`src/rtl/qam16_mapper.sv`:
```
// 16-QAM Gray mapper: collects 4 serial bits per symbol and queues {last, I, Q} for the IFFT loader.
// The output FIFO drops new symbols when full and sets a sticky overflow flag.
module qam16_mapper #(
  parameter int unsigned FIFO_DEPTH = 4,
  parameter int unsigned FRAME_SYMS = 16
) (
  input  logic       clk,
  input  logic       reset,
  input  logic       in,
  input  logic       in_esig,
  input  logic       out_ready,
  output logic [3:0] i_out,
  output logic [3:0] q_out,
  output logic       out_esig,
  output logic       out_last,
  output logic       overflow
);

  localparam int unsigned PW = $clog2(FIFO_DEPTH);
  localparam int unsigned CW = $clog2(FIFO_DEPTH + 1);
  localparam int unsigned FW = $clog2(FRAME_SYMS);
  localparam int unsigned EW = 9;

  function automatic logic [3:0] gray_level(input logic [1:0] pair);
    case (pair)
      2'b00:   gray_level = 4'b1101;
      2'b01:   gray_level = 4'b1111;
      2'b11:   gray_level = 4'b0001;
      default: gray_level = 4'b0011;
    endcase
  endfunction

  logic [1:0]    bit_cnt_q, bit_cnt_d;
  logic [2:0]    bits_q, bits_d;
  logic [FW-1:0] frame_cnt_q, frame_cnt_d;
  logic [PW-1:0] wr_ptr_q, wr_ptr_d;
  logic [PW-1:0] rd_ptr_q, rd_ptr_d;
  logic [CW-1:0] count_q, count_d;
  logic          overflow_q, overflow_d;
  logic [EW-1:0] mem_q [FIFO_DEPTH];

  logic          push, pop, full, empty, wr_en;
  logic [EW-1:0] new_entry, head;

  always_comb begin
    bit_cnt_d   = bit_cnt_q;
    bits_d      = bits_q;
    frame_cnt_d = frame_cnt_q;
    wr_ptr_d    = wr_ptr_q;
    rd_ptr_d    = rd_ptr_q;
    count_d     = count_q;
    overflow_d  = overflow_q;

    empty = (count_q == '0);
    full  = (count_q == CW'(FIFO_DEPTH));
    push  = in_esig && (bit_cnt_q == 2'd3);
    pop   = !empty && out_ready;
    wr_en = push && (!full || pop);

    // bits_q holds {b0, b1, b2} once three bits are in; b3 arrives on in
    new_entry = {(frame_cnt_q == FW'(FRAME_SYMS - 1)),
                 gray_level(bits_q[2:1]),
                 gray_level({bits_q[0], in})};

    if (in_esig) begin
      bit_cnt_d = bit_cnt_q + 2'd1;
      bits_d    = {bits_q[1:0], in};
    end

    if (push) begin
      frame_cnt_d = (frame_cnt_q == FW'(FRAME_SYMS - 1)) ? '0 : frame_cnt_q + FW'(1);
      if (full && !pop) overflow_d = 1'b1;
    end

    if (wr_en) wr_ptr_d = wr_ptr_q + PW'(1);
    if (pop)   rd_ptr_d = rd_ptr_q + PW'(1);

    case ({wr_en, pop})
      2'b10:   count_d = count_q + CW'(1);
      2'b01:   count_d = count_q - CW'(1);
      default: count_d = count_q;
    endcase
  end

  always_ff @(posedge clk) begin
    if (reset) begin
      bit_cnt_q   <= '0;
      bits_q      <= '0;
      frame_cnt_q <= '0;
      wr_ptr_q    <= '0;
      rd_ptr_q    <= '0;
      count_q     <= '0;
      overflow_q  <= 1'b0;
    end else begin
      bit_cnt_q   <= bit_cnt_d;
      bits_q      <= bits_d;
      frame_cnt_q <= frame_cnt_d;
      wr_ptr_q    <= wr_ptr_d;
      rd_ptr_q    <= rd_ptr_d;
      count_q     <= count_d;
      overflow_q  <= overflow_d;
    end
  end

  // Storage needs no reset: the head is masked whenever the FIFO is empty
  always_ff @(posedge clk) begin
    if (!reset && wr_en) mem_q[wr_ptr_q] <= new_entry;
  end

  assign head     = mem_q[rd_ptr_q];
  assign out_esig = !empty;
  assign out_last = empty ? 1'b0 : head[8];
  assign i_out    = empty ? 4'd0 : head[7:4];
  assign q_out    = empty ? 4'd0 : head[3:0];
  assign overflow = overflow_q;

endmodule

```
`config.mk`:
```
export PLATFORM = sky130hd
export DESIGN_NAME = qam16_mapper
export DESIGN_NICKNAME = d
export VERILOG_FILES = /design/src/rtl/qam16_mapper.sv
export SDC_FILE = /design/constraint.sdc
export NUM_CORES = 1
export LEC_CHECK = 0
export CAP_MARGIN = 30
export CELL_PAD_IN_SITES_DETAIL_PLACEMENT = 1
export CELL_PAD_IN_SITES_GLOBAL_PLACEMENT = 2
export CORE_MARGIN = 2
export CORE_UTILIZATION = 41
export CTS_BUF_LIST = sky130_fd_sc_hd__clkbuf_2 sky130_fd_sc_hd__clkbuf_4 sky130_fd_sc_hd__clkbuf_8
export DETAILED_ROUTE_END_ITERATION = 12
export GPL_TIMING_DRIVEN = 0
export HOLD_SLACK_MARGIN = 0.03
export PLACE_DENSITY_LB_ADDON = 0.2
export SKIP_LAST_GASP = 1
export SYNTH_ARGS = -nofsm -noshare
export SYNTH_HDL_FRONTEND = slang
export SYNTH_SLANG_ARGS = --single-unit
```
`constraint.sdc`:
```
create_clock -name clk -period 5.53 [get_ports clk]
set_input_delay 0.8295 -clock clk [delete_from_list [all_inputs] [get_ports clk]]
set_output_delay 0.8295 -clock clk [all_outputs]
set_load 0.03 [all_outputs]
```
* Word-level counts from Yosys, hierarchy flattened
Memories as Yosys holds them, arrays and structs flattened. A register that Yosys moved wholly into a read port is not among the register bits. Index checks and enable logic that the tools add are counted.
Operators by class: add/subtract/negate cells 6, reductions and logical operators 15, equal/unequal tests 9, muxes and demuxes 11
Operators by type and width (number):
- 4-bit one-hot mux with 3 select lines | 2
- 4-bit two-way mux | 3
- 2-bit == test, second input constant | 4
- 2-bit by 1-bit adder with 2-bit output, second input constant | 3
- 2-bit by 1-bit == test with 1-bit output, second input constant | 3
- 3-bit one-hot mux with 2 select lines | 1
- 1-bit logical AND | 5
- 4-bit by 1-bit adder with 4-bit output, second input constant | 1
- 4-bit == test, second input constant | 1
- 1-bit zero test | 4
- 2-bit zero test | 2
- 2-bit two-way mux | 2
- 3-bit by 1-bit adder with 3-bit output, second input constant | 1
- 3-bit == test, second input constant | 1
- 3-bit zero test | 1
- 1-bit two-way mux | 3
- 3-bit by 1-bit subtractor with 3-bit output, second input constant | 1
- 2-bit AND reduction | 1
- 2-bit nonzero test | 1
- 1-bit logical OR | 1
Storage, ports and cells: memories kept 1, bits in writable memories 36, register bits after elaboration 17, input port bits 5, output and inout bits 11
Memories:
- mem_q | depth 4, bits a word 9, read ports 1, clocked after Yosys merged registers in 1, wr ports 1, line 40 | logic [EW-1:0] mem_q [FIFO_DEPTH];

* Longest topological paths before layout
Gate-level depths: netlist (run 1).
word-level depth 8, gate-level depth with buffers 10

* Worst setup path before layout (run 1)
Ideal clock, no wire load.
kind input port to flip-flop, from input out_ready, to register count_q[2], setup time 0.070 ns, data arrival time 2.392 ns, setup slack 3.068 ns, cell stages on the path 9, required time 5.460 ns, path through nor4b_4 > nor2_1 > inv_1 > ha_1 > inv_1 > fa_1 > xor2_1 > or3_1 > a21oi_1
Between the ends: word-level cells in the longest chain between the ends 5
Ends and longest elaborated chain:
- start: declaration | line 11 | input logic out_ready,
- 1-bit logical AND (*) | line 57 | pop = !empty && out_ready;
- 1-bit logical OR | line 58 | wr_en = push && (!full || pop);
- 1-bit logical AND | line 58
- 2-bit by 1-bit == test with 1-bit output or 2-bit == test (tied branches) | line 78 | case ({wr_en, pop})
- 3-bit one-hot mux with 2 select lines or 2-bit nonzero test (tied branches)
- end signal: assignment | line 100 | count_q <= count_d;
- end: declaration | line 38 | logic [CW-1:0] count_q, count_d;
Every way passes the cells marked *; elsewhere a longest branch is shown, timed or not. A chain may end at the register's enable or synchronous reset.

==> results.py, run 1 <==
metrics = {
    "clocking": {
        "path_clk_slew_ps": 80,
        "hold_buffers": 0,
        "postCtsSetupBuffers": 0,
        "cts_resized": 0,
        "cts_buffers": 5,
        "h-tree-depth": 2,
        "clock-sinks": 39,
        "max-clock-path-buffers": 2,
        "cts-root-buf": "clkbuf_8",
        "clk_latency_ps": 290,
        "cts_tree": "yes",
    },
    "logic_synthesis": {
        "synth_top_family_by_area": "simple AND/OR/NAND/NOR gates",
        "syn_avg_cell_area_sq_um": 12.29,
        "synthAdderAreaFrac_pct": 10.18,
        "synth_compound_area_share_pct": 3.626,
        "synthCells": 146,
        "synth.most_common_cell": "edfxtp_1",
        "yosys.area_share.simple_pct": 14.71,
        "yosysUniqueCellTypes": 29,
        "synthArstFlopShare_pct": 0,
        "synth-warning-count": 0,
        "yosys_most_used_dff": "edfxtp_1",
        "synthesis.nets": 165,
        "synthTopCellsByCount": "edfxtp_1, dfxtp_1, nor2_1",
        "yosysTopAreaCell": "edfxtp_1",
        "netlist_area_sq_mm": 0.001794,
        "synth-xor-area-share_pct": 2.441,
        "synth-edff-count": 20,
        "seq_area_frac_synth_pct": 54.67,
        "synth_top_area_share_pct": 33.47,
        "synth_seq_cells": 39,
        "synth.area.mux_share_pct": 9.066,
        "netlist_top_cells_area": "edfxtp_1, dfxtp_1, ha_1, mux4_2, nor2_1",
    },
    "route": {
        "via_per_inst": 4.964,
        "routed-via-count": 1092,
        "first_pass_iters": 4,
        "drt_wl_total_microns": 3157,
        "drc_errors": 0,
        "ant_nets": 0,
        "drtIter0Drc": 55,
        "wire_per_inst_microns": 14.35,
    },
    "cells_and_area": {
        "fin_nets": 186,
        "synthToLayoutAreaGrowth_pct": 17.71,
        "drive_gt1_share_pct": 13.10,
        "layout.cells.non_filler": 220,
        "num_antenna_cells": 0,
    },
    "sta": {
        "post-route-min-period_ps": 3015,
        "worst_pin_slew_ps": 488.6,
        "tns_ps": 0,
        "slew_headroom_pct": 67.43,
        "final-hold-violation-count": 0,
        "fin_crit_sh_pct": 54.52,
        "finalSetupViolCount": 0,
        "setup_ws_ps": 2515,
        "rsz0062_at_grt": "no",
        "drv_slew": 0,
        "max_freq_ghz": 0.3317,
        "clock-skew-final_ps": 6.221,
    },
    "hold_path": {
        "hold_path.class": "reg2reg",
    },
    "job": {
        "max-cap-violations": 0,
    },
    "die": {
        "start_util_pct": 41.78,
        "die_width_microns": 70.15,
        "fp.coreArea_sq_mm": 0.004294,
        "dieHeight_microns": 70.15,
        "core.rowCount": 24,
        "dieArea_sq_mm": 0.004921,
        "pin_count": 16,
    },
    "power_and_ir_drop": {
        "p_leak_nw": 0.7960,
        "ir_drop_v": 0.0001416,
        "power_density_mw_per_mm2": 279.5,
        "power_uw": 590.3,
    },
    "place": {
        "pre_cts_ws_ps": 2355,
        "gp_congestion": 0.6685,
        "io_buffers": 14,
        "hpwl_microns": 2389,
        "dp.cells": 212,
    },
    "global_route": {
        "busiest_layer": "met2",
        "grt_use_met1_pct": 15.90,
        "grt_use_total_pct": 14.67,
        "antenna_found_initial": 0,
        "met2_usage_pct": 25.71,
        "grt_pass1_wl_microns": 5395,
        "grt_start_max_net_pins": 14,
        "use_met3_pct": 4.329,
        "grt_pass1_vias": 1185,
        "grt-ovfl-total": 0,
    },
    "status": {
        "outcome": "completed",
    },
    "worst_setup_path": {
        "critPathKind": "reg2out",
        "path_max_fanout": 5,
        "worst_setup_path_start_kind": "flip-flop",
        "cp.arrival_ps": 2190,
        "worstPathRequired_ps": 4700,
        "endpoint_kind": "output pin",
    },
}
==> cells by family (layout without fill, tap and decap cells) <==
logic type	after synthesis	in the layout
compound gates	12	12
xor+xnor	5	5
fa+ha+maj	14	14
buf+inv	20	42
flops	39	39
mux	10	10
simple gates	46	46
==> path summary, 6_finish.rpt <==
check	from	end	slack, ps	cells past startpoint
min reg2reg	overflow$_SDFFE_PP0P_	overflow$_SDFFE_PP0P_	500	2
max	flip-flop	q_out[3]	2510	5
min	overflow$_SDFFE_PP0P_	overflow$_SDFFE_PP0P_	500	2
max reg2reg	count_q[0]$_SDFFE_PP0P_	count_q[2]$_SDFFE_PP0P_	3230	9
==> cells in the final DEF, fill, tap and decap left out, types with 5 or more instances in the layout <==
cell type	synthesis	final
clkdlybuf4s50_1	0	14
nor2_1	17	17
mux2i_1	5	5
inv_1	12	12
mux4_2	5	5
dfxtp_1	19	19
and2b_1	5	5
a21oi_1	6	6
ha_1	13	13
edfxtp_1	20	20
or3_1	5	5
buf_4	5	5
clkbuf_8	0	5
==> registers in the layout, summed over array words and instances, names as in the netlist, named ones only <==
| signal | cells |
|---|---|
| bit_cnt_q | 2 |
| bits_q | 3 |
| count_q | 3 |
| frame_cnt_q | 4 |
| mem_q | 20 |
| overflow | 1 |
| rd_ptr_q | 2 |
| wr_ptr_q | 2 |
==> stage by stage <==
step           cell area [sq um]  utilization [%]  hold WS (ps)
6_report                    2112            49.18         495.9
3_3_place_gp                1999            46.56         459.3
3_5_place_dp                1999            46.56         481.9
2_1_floorplan               1794                -         453.3
4_1_cts                     2112            49.18         493.7
5_1_grt                     2112            49.18         521.6
==> worst max-delay path, cell delays in order, from the launching register on <==
cell	delay [ps]
dfxtp_1	310
buf_2	200
mux4_2	510
and2b_1	180
buf_4	120
clkdlybuf4s50_1	580
==> final cells by class <==
cell class,count,area (sq um)
Multi-Input combinational cell,87,718.2
Sequential cell,39,980.9
Timing Repair Buffer,14,140.1
Tap cell,52,65.06
Inverter,12,45.04
Clock buffer,5,68.82
Clock inverter,3,43.79
Fill cell,458,2182
Buffer,8,50.05
==> power by group <==
group          leakage (nW)  switching [mW]  total [mW]  internal (mW)
logic                 0.404          0.0229      0.0416         0.0187
clock network        0.0581           0.103       0.237          0.134
registers             0.334         0.00374       0.312          0.308
total                 0.796           0.129       0.590          0.461
==> routing by layer <==
metal | routed length, microns | share of wire, %
met1 | 1383 | 44
met5 | 0 | 0
met3 | 108 | 3.4
met2 | 1599 | 51
met4 | 66 | 2.1
No activity file was read; power rests on OpenSTA's default activity.
==> run 2: changes to the inputs <==
--- a/config.mk
+++ b/config.mk
@@ -9,7 +9,7 @@
 export CELL_PAD_IN_SITES_DETAIL_PLACEMENT = 1
 export CELL_PAD_IN_SITES_GLOBAL_PLACEMENT = 2
 export CORE_MARGIN = 2
-export CORE_UTILIZATION = 41
+export CORE_UTILIZATION = 36
 export CTS_BUF_LIST = sky130_fd_sc_hd__clkbuf_2 sky130_fd_sc_hd__clkbuf_4 sky130_fd_sc_hd__clkbuf_8
 export DETAILED_ROUTE_END_ITERATION = 12
 export GPL_TIMING_DRIVEN = 0
==> constraint.sdc (replaced) <==
create_clock -name clk -period 2.7 [get_ports clk]
set_input_delay 0.405 -clock clk [delete_from_list [all_inputs] [get_ports clk]]
set_output_delay 0.405 -clock clk [all_outputs]
set_load 0.03 [all_outputs]
==> results.py, run 2 (synthesis gave the netlist of run 1 again) <==
metrics = {
    "sta": {
        "drv_slew": 0,
        "setup_ws_ps": 163.3,
        "max_freq_ghz": 0.3942,
        "rsz0062_at_grt": "no",
        "clock-skew-final_ps": 4.785,
        "holdWs_ps": 481.2,
        "fin_crit_sh_pct": 93.95,
        "tns_ps": 0,
        "finalSetupViolCount": 0,
        "final-hold-violation-count": 0,
        "slew_headroom_pct": 68.78,
        "post-route-min-period_ps": 2537,
        "worst_pin_slew_ps": 468.3,
    },
    "cells_and_area": {
        "largest_reg_flops": 20,
        "largest-register": "mem_q",
        "num_antenna_cells": 0,
        "fin_nets": 186,
        "final_util_pct": 44.42,
        "reg_top3": "mem_q x20, frame_cnt_q x4",
        "drive_gt1_share_pct": 13.10,
        "final_area_sq_mm": 0.002112,
        "layout.cells.non_filler": 235,
        "final_common_cell": "edfxtp_1",
        "synthToLayoutAreaGrowth_pct": 17.71,
        "final_cell_mix": "edfxtp_1, dfxtp_1, nor2_1",
    },
    "global_route": {
        "grt-ovfl-total": 0,
        "grt_start_max_net_pins": 12,
        "grt_pass1_vias": 1200,
        "antenna_found_initial": 0,
        "grt_pass1_wl_microns": 5554,
        "grt_use_total_pct": 13.80,
    },
    "worst_setup_path": {
        "worst_setup_path_start_kind": "flip-flop",
        "cp.arrival_ps": 2130,
        "worstPathRequired_ps": 2300,
        "path_max_fanout": 5,
        "endpoint_kind": "output pin",
        "max_stage_delay_ps": 590,
        "critPathKind": "reg2out",
        "path_delay_family": "buffers and inverters",
        "path_buf_inv": 2,
        "crit_chain": "buf_2 -> mux4_2 -> and2b_1 -> clkdlybuf4s50_1",
        "cpMaxStageDelayCell": "clkdlybuf4s50_1",
    },
    "place": {
        "gp_congestion": 0.7626,
        "placed_cell_area_sq_mm": 0.002018,
        "dp.cells": 227,
        "pre_cts_ws_ps": -93.22,
        "hpwl_microns": 2484,
        "io_buffers": 14,
    },
    "die": {
        "fp.coreArea_sq_mm": 0.004755,
        "pin_count": 16,
        "dieArea_sq_mm": 0.005564,
        "start_util_pct": 37.74,
        "core.rowCount": 25,
        "die_width_microns": 74.60,
        "dieHeight_microns": 74.60,
    },
    "power_and_ir_drop": {
        "ir_drop_v": 0.0002051,
        "p_leak_nw": 0.8239,
        "power_mw": 1.121,
        "power_density_mw_per_mm2": 531.0,
    },
    "clocking": {
        "cts-root-buf": "clkbuf_8",
        "max-clock-path-buffers": 2,
        "clk_latency_ps": 280,
        "cts_buffers": 5,
        "clock-sinks": 39,
        "path_clk_slew_ps": 70,
        "postCtsSetupBuffers": 0,
        "cts_tree": "yes",
        "h-tree-depth": 2,
    },
    "route": {
        "ant_nets": 0,
        "drt_wl_total_microns": 3324,
        "via_per_inst": 4.706,
        "drc_errors": 0,
        "routed-via-count": 1106,
        "wire_per_inst_microns": 14.14,
        "drtIter0Drc": 46,
        "first_pass_iters": 4,
    },
    "status": {
        "outcome": "completed",
    },
    "hold_path": {
        "hold_path.class": "reg2reg",
    },
    "job": {
        "max-cap-violations": 0,
    },
}
[run 2: cell count changes in the layout (fill, tap and decap cells not counted)]
cell and change:
bufinv_16 -1, clkinv_4 -1, dlymetal6s2s_1 +2, clkdlybuf4s50_1 -2, clkbuf_4 +2
[run 2: final timing paths]
kind / startpoint / slack, ps / endpoint / cells past startpoint
worst min register to register: overflow$_SDFFE_PP0P_ / 480 / overflow$_SDFFE_PP0P_ / 2
worst max-delay path: flip-flop / 160 / i_out[2] / 4
worst min-delay path: overflow$_SDFFE_PP0P_ / 480 / overflow$_SDFFE_PP0P_ / 2
worst max register to register: count_q[0]$_SDFFE_PP0P_ / 400 / count_q[2]$_SDFFE_PP0P_ / 9
[run 2: power breakdown]
group,switching (mW),internal (mW),leakage [nW]
clock,0.195,0.201,0.0491
combinational,0.0475,0.0383,0.441
sequential,0.00776,0.631,0.334
[run 2: area by class of cell]
class | count | area (sq um)
clock buffer | 7 | 83.83
inverter | 12 | 45.04
multi-input combinational | 87 | 718.2
clock inverter | 1 | 5.005
timing repair buffer | 14 | 145.1
tap | 67 | 83.83
sequential | 39 | 980.9
fill | 530 | 2643
buffer | 8 | 50.05
[run 2: what timing repair did]
item	in CTS	in global routing
hold buffers	0	0
endpoints found under the setup margin	0	2
gates resized for setup	0	2
[run 2: worst min-delay path, delay by kind of cell, from the launching register on]
family,cells,cell delay [ps]
AND/OR/NAND/NOR,1,70
AO/OA/AOI/OAI,1,40
flip-flops,1,330
[run 2: per-layer routing]
| layer | GRT usage (%) | wire length [microns] | share of wire [%] | vias to the layer above |
|---|---|---|---|---|
| li1 | - | - | - | 539 |
| met2 | 23.80 | 1709 | 51 | 21 |
| met1 | 15.84 | 1470 | 44 | 544 |
| met4 | 6.746 | 30 | 0.90 | 0 |
| met3 | 3.659 | 114 | 3.4 | 2 |
| met5 | 0 | 0 | 0 | - |
